<file path="src/rtl/adc_pkg.sv">
// rtl/adc_pkg.sv - shared types and UART constants for the ADC streamer
package adc_pkg;

    typedef enum logic [1:0] {
        IDLE  = 2'd0,
        START = 2'd1,
        DATA  = 2'd2,
        STOP  = 2'd3
    } tx_state_e;

    localparam int CLKS_PER_BIT_DEFAULT = 434;
    localparam int FRAME_BITS           = 10;
    localparam int DATA_BITS            = FRAME_BITS - 2;

endpackage

</file>
<file path="src/rtl/uart_tx_8n1.sv">
// rtl/uart_tx_8n1.sv - 8N1 UART serializer with valid/ready byte load
module uart_tx_8n1
    import adc_pkg::*;
#(
    parameter int CLKS_PER_BIT = CLKS_PER_BIT_DEFAULT
) (
    input  logic       clk,
    input  logic       rstn,
    input  logic       load_valid,
    input  logic [7:0] load_data,
    output logic       load_ready,
    output logic       tx,
    output logic       busy
);

    localparam int                BAUD_W    = (CLKS_PER_BIT > 1) ? $clog2(CLKS_PER_BIT) : 1;
    localparam logic [BAUD_W-1:0] BAUD_LAST = BAUD_W'(CLKS_PER_BIT - 1);
    localparam logic [2:0]        BIT_LAST  = 3'(DATA_BITS - 1);

    tx_state_e         state_q, state_d;
    logic [BAUD_W-1:0] baud_q, baud_d;
    logic [2:0]        bit_q, bit_d;
    logic [7:0]        shift_q, shift_d;
    logic              tx_q, tx_d;
    logic              busy_q, busy_d;
    logic              baud_end;

    assign baud_end   = (baud_q == BAUD_LAST);
    // A byte can be taken when idle, or on the last stop-bit cycle so frames abut
    assign load_ready = (state_q == IDLE) || ((state_q == STOP) && baud_end);
    assign tx         = tx_q;
    assign busy       = busy_q;

    // Next-state, baud/bit counting and shifting; tx/busy derived from the next state
    always_comb begin
        state_d = state_q;
        baud_d  = baud_q;
        bit_d   = bit_q;
        shift_d = shift_q;
        case (state_q)
            IDLE: begin
                baud_d = '0;
                if (load_valid) begin
                    shift_d = load_data;
                    state_d = START;
                end
            end
            START: begin
                if (baud_end) begin
                    baud_d  = '0;
                    bit_d   = '0;
                    state_d = DATA;
                end else begin
                    baud_d = baud_q + 1'b1;
                end
            end
            DATA: begin
                if (baud_end) begin
                    baud_d = '0;
                    if (bit_q == BIT_LAST) begin
                        state_d = STOP;
                    end else begin
                        bit_d   = bit_q + 3'd1;
                        shift_d = {1'b0, shift_q[7:1]};
                    end
                end else begin
                    baud_d = baud_q + 1'b1;
                end
            end
            STOP: begin
                if (baud_end) begin
                    baud_d = '0;
                    if (load_valid) begin
                        shift_d = load_data;
                        state_d = START;
                    end else begin
                        state_d = IDLE;
                    end
                end else begin
                    baud_d = baud_q + 1'b1;
                end
            end
            default: state_d = IDLE;
        endcase

        case (state_d)
            START:   tx_d = 1'b0;
            DATA:    tx_d = shift_d[0];
            default: tx_d = 1'b1;
        endcase
        busy_d = (state_d != IDLE);
    end

    // Serializer registers; reset aborts any frame and parks the line high
    always_ff @(posedge clk or negedge rstn) begin
        if (!rstn) begin
            state_q <= IDLE;
            baud_q  <= '0;
            bit_q   <= '0;
            shift_q <= '0;
            tx_q    <= 1'b1;
            busy_q  <= 1'b0;
        end else begin
            state_q <= state_d;
            baud_q  <= baud_d;
            bit_q   <= bit_d;
            shift_q <= shift_d;
            tx_q    <= tx_d;
            busy_q  <= busy_d;
        end
    end

endmodule

</file>
<file path="src/rtl/adc_uart_streamer.sv">
// rtl/adc_uart_streamer.sv - buffers ADC samples in a FIFO and streams them over UART
module adc_uart_streamer
    import adc_pkg::*;
#(
    parameter int ADC_WIDTH       = 8,
    parameter int FIFO_DEPTH_BITS = 4,
    parameter int CLKS_PER_BIT    = CLKS_PER_BIT_DEFAULT
) (
    input  logic                     clk,
    input  logic                     rstn,
    input  logic                     sample_rdy,
    input  logic [ADC_WIDTH-1:0]     sample_data,
    input  logic                     clr_overflow,
    output logic                     tx,
    output logic                     busy,
    output logic                     overflow,
    output logic [FIFO_DEPTH_BITS:0] fifo_level
);

    localparam int DEPTH = 2 ** FIFO_DEPTH_BITS;

    logic [7:0]               mem [DEPTH];
    logic [FIFO_DEPTH_BITS:0] wr_ptr_q, wr_ptr_d;
    logic [FIFO_DEPTH_BITS:0] rd_ptr_q, rd_ptr_d;
    logic [FIFO_DEPTH_BITS:0] level;
    logic                     overflow_q, overflow_d;
    logic                     empty, full, pop, push, drop;
    logic                     load_ready;
    logic [7:0]               sample_ext;
    logic [7:0]               head;

    assign sample_ext = 8'(sample_data);
    // Pointers carry one extra MSB, so the difference spans 0..DEPTH
    assign level      = wr_ptr_q - rd_ptr_q;
    assign empty      = (level == '0);
    assign full       = level[FIFO_DEPTH_BITS];
    assign pop        = !empty && load_ready;
    // A simultaneous pop frees the slot being written, so a full FIFO still accepts
    assign push       = sample_rdy && (!full || pop);
    assign drop       = sample_rdy && full && !pop;
    assign head       = mem[rd_ptr_q[FIFO_DEPTH_BITS-1:0]];

    assign fifo_level = level;
    assign overflow   = overflow_q;

    // Pointer advance and sticky overflow; a new drop beats a clear
    always_comb begin
        wr_ptr_d   = wr_ptr_q;
        rd_ptr_d   = rd_ptr_q;
        overflow_d = overflow_q;
        if (push) begin
            wr_ptr_d = wr_ptr_q + 1'b1;
        end
        if (pop) begin
            rd_ptr_d = rd_ptr_q + 1'b1;
        end
        if (drop) begin
            overflow_d = 1'b1;
        end else if (clr_overflow) begin
            overflow_d = 1'b0;
        end
    end

    // Control registers; reset empties the FIFO without touching its storage
    always_ff @(posedge clk or negedge rstn) begin
        if (!rstn) begin
            wr_ptr_q   <= '0;
            rd_ptr_q   <= '0;
            overflow_q <= 1'b0;
        end else begin
            wr_ptr_q   <= wr_ptr_d;
            rd_ptr_q   <= rd_ptr_d;
            overflow_q <= overflow_d;
        end
    end

    // Sample storage, written only on an accepted push
    always_ff @(posedge clk) begin
        if (push) begin
            mem[wr_ptr_q[FIFO_DEPTH_BITS-1:0]] <= sample_ext;
        end
    end

    uart_tx_8n1 #(
        .CLKS_PER_BIT (CLKS_PER_BIT)
    ) u_uart_tx (
        .clk        (clk),
        .rstn       (rstn),
        .load_valid (!empty),
        .load_data  (head),
        .load_ready (load_ready),
        .tx         (tx),
        .busy       (busy)
    );

endmodule

</file>
<file path="config.mk">
export PLATFORM = sky130hd
export DESIGN_NAME = adc_uart_streamer
export DESIGN_NICKNAME = d
export VERILOG_FILES = /design/src/rtl/adc_pkg.sv /design/src/rtl/uart_tx_8n1.sv /design/src/rtl/adc_uart_streamer.sv
export SDC_FILE = /design/constraint.sdc
export NUM_CORES = 1
export LEC_CHECK = 0
export CORE_MARGIN = 8
export CORE_UTILIZATION = 55
export CTS_CLUSTER_SIZE = 10
export DETAILED_ROUTE_END_ITERATION = 12
export PLACE_DENSITY = 0.75
export SLEW_MARGIN = 0
export SYNTH_ARGS = -nofsm -noshare
export SYNTH_HDL_FRONTEND = slang
export SYNTH_SLANG_ARGS = --single-unit
</file>
<file path="constraint.sdc">
create_clock -name clk -period 2.9 [get_ports clk]
set_clock_uncertainty 0.05 [all_clocks]
set_input_delay 0.58 -clock clk [delete_from_list [all_inputs] [get_ports clk]]
set_output_delay 0.58 -clock clk [all_outputs]
set_load 0.1 [all_outputs]
</file>
# ---- Word-level counts from Yosys, hierarchy flattened
# Memories as Yosys holds them, arrays and structs flattened.
# Cells that the tools add are included.
# Widths: inputs -> output; s select.
dict set report word_totals {
  ff_bits 35
  mem_bits_rw 128
  input_bits 12
  elab_cells 69
  memories 1
}
dict set report op_classes {
  addsub 5
  n_eq_ne 11
  muxes 23
  n_reduce_logical 19
}
# memory words word_bits rd rd_ports_with_merged_regs wr line
set mem_list {}
lappend mem_list {mem 16 8 1 0 1 adc_uart_streamer.sv:22} ;# logic [7:0] mem [DEPTH];
# op count
set op_table {}
lappend op_table {{$mux 8} 4}
lappend op_table {{$pmux 8 s3} 1}
lappend op_table {{$pmux 9 s2} 1}
lappend op_table {{$add 5x1->5 const B} 2}
lappend op_table {{$mux 2} 5}
lappend op_table {{$add 9x1->9 const B} 1}
lappend op_table {{$eq 9x9->1 const B} 1}
lappend op_table {{$mux 3} 3}
lappend op_table {{$mux 9} 1}
lappend op_table {{$pmux 2 s4} 1}
lappend op_table {{$reduce_and 4->1} 2}
lappend op_table {{$eq 2x2->1 const B} 3}
lappend op_table {{$ne 2x1->1 const B} 3}
lappend op_table {{$pmux 3 s2} 1}
lappend op_table {{$reduce_bool 2->1} 3}
lappend op_table {{$logic_and 1x1->1} 5}
lappend op_table {{$logic_not 5->1} 1}
lappend op_table {{$mux 1} 5}
lappend op_table {{$sub 5x5->5} 1}
lappend op_table {{$eq 2x1->1 const B} 2}
lappend op_table {{$add 3x1->3 const B} 1}
lappend op_table {{$eq 3x3->1 const B} 1}
lappend op_table {{$logic_not 1->1} 3}
lappend op_table {{$reduce_bool 3->1} 1}
lappend op_table {{5 further kinds} 6}

# ---- Depth between registers and ports, before layout
dict set report logic_depth {
  ltp_word 8
  mapped_depth 11
  mapped_depth_nobuf 10
}

# ---- Hierarchy
# From an unflattened synthesis, not the netlist that was laid out.
dict set report unflattened {
  hier_cells 398
  area_unflattened_um2 6964.2
}
# mod instances cells_per_inst area_each_um2
set by_module_without_submodules {}
lappend by_module_without_submodules {adc_uart_streamer 1 280 5713.0}
lappend by_module_without_submodules {uart_tx_8n1 1 118 1251.2}

# ---- Worst setup path before layout
# OpenSTA, ideal clock, no wires.
dict set report synth_path {
  kind {reg-to-reg}
  from {register rd_ptr_q[1]}
  to {register rd_ptr_q[3]}
  setup_ns 0.124
  arrival_time_ns 3.750
  t_required_ns 2.726
  path_slack_ns -1.025
  stages_incl_launch_ff 12
  n_path_buf 3
  synth_period_minus_slack_ns 3.925
  path_cell_list {dfrtp_1 clkbuf_1 buf_2 inv_1 fa_1 xor2_1 or3_1 a2111oi_4 nor2b_4 buf_6 nand4_1 xnor2_1}
}
dict set report synth_via {
  elab_chain_len 4
  elab_cells_between_ends 5
  cone_classes {add/sub: 2; reduce/logical: 3}
}
# item line
set synth_lines {}
lappend synth_lines {{start, declared} adc_uart_streamer.sv:24} ;# logic [FIFO_DEPTH_BITS:0] rd_ptr_q, rd_ptr_d;
lappend synth_lines {{start signal, assigned} adc_uart_streamer.sv:72} ;# rd_ptr_q <= rd_ptr_d;
lappend synth_lines {{$sub 5x5->5} adc_uart_streamer.sv:34} ;# assign level = wr_ptr_q - rd_ptr_q;
lappend synth_lines {{named net fifo_level[2]} adc_uart_streamer.sv:17} ;# output logic [FIFO_DEPTH_BITS:0] fifo_level
lappend synth_lines {{$logic_not 5->1} adc_uart_streamer.sv:35} ;# assign empty = (level == '0);
lappend synth_lines {{$logic_not 1->1} -}
lappend synth_lines {{$logic_and 1x1->1} adc_uart_streamer.sv:37} ;# assign pop = !empty && load_ready;
# The timed path passes the listed nets, and every way through them passes these cells.
# A chain may end at the register's enable or synchronous reset.

# ---- Worst setup path after layout
dict set report layout_path {
  from {register wr_ptr_q[0]}
  to {output port fifo_level[4]}
}
dict set report layout_via {
  elab_chain_len 1
}
# item line
set layout_lines {}
lappend layout_lines {{start, declared} adc_uart_streamer.sv:23} ;# logic [FIFO_DEPTH_BITS:0] wr_ptr_q, wr_ptr_d;
lappend layout_lines {{start signal, assigned} adc_uart_streamer.sv:71} ;# wr_ptr_q <= wr_ptr_d;
lappend layout_lines {{$sub 5x5->5} adc_uart_streamer.sv:34}
lappend layout_lines {{end, declared} adc_uart_streamer.sv:17}
# No other way between the ends.

==> reports/results.tsv <==
metric	value	unit
status	completed	
hold_violations	0	
cp.required	2.27	ns
r2r_start	wr_ptr_q[0]$_DFFE_PN0P_	
first_pass_iters	5	
antenna_cells	0	
rsz0062_at_grt	yes	
grt_pass1_vias	3661	
syn-cell-area	6860	um^2
ys_seq_area_share	68.8	%
fin_crit	2.84	ns
cts_tree	done	
die_width	128	um
initial_core_util	55.3	%
drive_gt1_share	31.9	%
synthArstFlopShare	21.5	%
ys_warn_count	0	
max_freq	352	MHz
p_per_area	1110	nW/um^2
area_growth	18.5	%
leakagePower	2.89	nW
vias	3595	
slowest_stage	fa_2	
worst_pin_slew	0.769	ns
viasPerCell	5.72	
cts_buffer_depth	2	
worst_slew_margin_rel	48.7	%
path_cells	inv_2 -> ha_4 -> inv_2 -> fa_2 -> nand3_2 -> and3_4 -> nor2_4 -> buf_4 -> inv_2 -> buf_12	
power.total	0.00903	W
synth_area_leader_cell	edfxtp_1	
crit_path_frequent_cell	inv_2	
die_y	128	um
synth_nets	416	
reg2reg_to	u_uart_tx.state_q[0]$_DFF_PN0_	
fin_util	65.5	%
synth.distinct_cells	52	
maxCapViolCount	0	
rr_worst_depth	11	
synth_area_leaders	edfxtp_1, mux4_2, dfrtp_1, ha_1, nor2_1	
syn_area_per_cell	17.6	um^2
cp-start-kind	flop	
synth_ff_type	edfxtp_1	
arrival	2.21	ns
wl_per_cell	20.6	um
route.detailed.drc	0	
io_pins	20	
routed_wl	12900	um
hold_buffers	0	
gr-total-overflow	0	
slew_violations	0	
critical_path_class	flop to output port	
whs	0.184	ns
setup_violations	0	
cts_max_level	4	
worst_slack	0.0609	ns
synthTopCellsByCount	edfxtp_1, mux4_2, dfrtp_1	
max_stage_delay	0.40	ns
syn_inst	390	
antenna_found_initial	0	
cts_buffers	17	
critPathMaxFanout	5	
drt_iter0_drc	291	
ys_ff_latch	163	
grt_first_pass_wirelength	20400	um
place_ws	0.0753	ns
cts.sinks	163	
num_rows	41	
die-area	16300	um^2
min_path_type	input port to async pin	
grt_max_degree	36	
endpoint_kind	output port	
nets	470	
drtAntennaViolNets	0	
clk_latency	0.42	ns
grt_util_all_layers	16.9	%
fill_cells	854	
synth_edf_count	128	
post-route-period-util	97.9	%
core_area	12400	um^2
irDropWorstVdd	0.000967	V
synth.most_common_cell	edfxtp_1	
synth_top_area_share	56.0	%
clk_pin_slew_worst_paths	0.07	ns
reg2reg_slack	0.09	ns
port_buffers	19	
root_buffer	clkbuf_16	
gp_congestion	0.767	
dp_hpwl	8290	um
-- sequential cells by signal, summed over array words and instances (netlist names) --
signal and cells:
u_uart_tx.tx 1, u_uart_tx.shift_q 8, rd_ptr_q 5, overflow 1, u_uart_tx.bit_q 3, u_uart_tx.state_q 2, wr_ptr_q 5, u_uart_tx.baud_q 9
u_uart_tx.busy 1, mem 128
-- per-stage QoR --
| stage | instance area, um^2 | std cells | setup TNS [ns] |
|---|---|---|---|
| 3_3_place_gp | 7470 | 593 | 0 |
| 2_1_floorplan | 6910 | 390 | -0.302 |
| 6_report | 8130 | 629 | 0 |
| 5_1_grt | 8130 | 629 | -0.0178 |
| 3_5_place_dp | 7470 | 593 | 0 |
| 4_1_cts | 8090 | 625 | 0 |
-- cell type report --
cell class | instances | area (um^2) | share of cell area (%)
inverter | 13 | 51.3 | 0.631
clock buffer | 17 | 425 | 5.23
sequential | 163 | 4720 | 58.1
clock inverter | 15 | 171 | 2.11
timing repair buffer | 51 | 468 | 5.75
multi-input combinational | 198 | 2080 | 25.6
tap | 172 | 215 | 2.65
-- critical path, delay by kind of cell (launching register included) --
kind / cells / cell delay, ns
fa+ha+maj: 2 / 0.53
buf+inv: 5 / 0.51
flops: 1 / 0.39
simple gates: 3 / 0.36
-- cells by family after synthesis --
kind of cell	after synthesis	synth area share, %
adder cells (fa/ha/maj)	14	2.66
buffers and inverters	29	1.93
AO/OA/AOI/OAI	42	4.80
AND/OR/NAND/NOR	80	5.75
flip-flops	163	68.8
multiplexers	44	13.8
XOR/XNOR	18	2.30
-- cell usage in the layout, fill, tap and decap left out, types with 2 or more instances in the layout --
| cell | Yosys | routed |
|---|---|---|
| or3_4 | 1 | 2 |
| dfrtp_2 | 0 | 2 |
| clkinv_4 | 0 | 2 |
| nor3_1 | 8 | 8 |
| nand4_1 | 3 | 3 |
| a22oi_1 | 2 | 2 |
| mux2_2 | 2 | 2 |
| mux2i_1 | 2 | 2 |
| nand2b_1 | 3 | 3 |
| xor2_1 | 7 | 6 |
| o211ai_1 | 5 | 5 |
| and3_1 | 3 | 2 |
| edfxtp_1 | 128 | 128 |
| clkinvlp_4 | 0 | 3 |
| inv_8 | 0 | 5 |
| dfrtp_1 | 34 | 32 |
| clkdlybuf4s50_1 | 0 | 10 |
| buf_12 | 0 | 5 |
| a21oi_2 | 0 | 2 |
| a22o_1 | 2 | 2 |
| inv_2 | 1 | 5 |
| o21ai_0 | 8 | 7 |
| nor2_4 | 0 | 2 |
| xnor2_1 | 11 | 11 |
| nand2_1 | 16 | 16 |
| o21ai_1 | 1 | 2 |
| inv_1 | 11 | 7 |
| buf_4 | 2 | 35 |
| a21o_1 | 6 | 6 |
| clkinv_8 | 0 | 2 |
| clkbuf_16 | 0 | 17 |
| a22o_2 | 5 | 5 |
| mux4_2 | 39 | 39 |
| ha_1 | 13 | 11 |
| a21oi_1 | 4 | 2 |
| nor2_1 | 32 | 31 |
| nand3_1 | 6 | 5 |
-- routing by layer --
metal  up-vias  GRT usage (%)  wire length, um
li1       1631              -                -
met1      1883           21.3             5460
met2        66           28.1             6820
met3        15           3.91              504
met4         0           6.29              157
met5         -              0                0
-- worst max path at each step --
stage	to	cells after the start	start
final	fifo_level[4]	10	wr_ptr_q[0]$_DFFE_PN0P_
after global placement	u_uart_tx.state_q[0]$_DFF_PN0_	10	wr_ptr_q[0]$_DFFE_PN0P_
after detailed placement	u_uart_tx.shift_q[7]$_DFFE_PN0P_	10	wr_ptr_q[0]$_DFFE_PN0P_
after floorplan	u_uart_tx.shift_q[4]$_DFFE_PN0P_	11	wr_ptr_q[0]$_DFFE_PN0P_
after CTS	fifo_level[4]	10	wr_ptr_q[0]$_DFFE_PN0P_
after global routing	fifo_level[4]	10	wr_ptr_q[0]$_DFFE_PN0P_
-- repair_timing --
item	in CTS	in global routing
pin swaps	2	2
resized for setup	9	3
setup buffers	0	4
gates cloned	0	0
setup endpoints to repair	1	8
-- power by group --
group	switching (W)	internal, W	total [W]	leakage (nW)
Clock	0.000981	0.00123	0.00221	0.282
Combinational	0.00212	0.00162	0.00374	1.02
Sequential	0.000219	0.00286	0.00308	1.59
No activity file was read; power rests on OpenSTA's default activity.
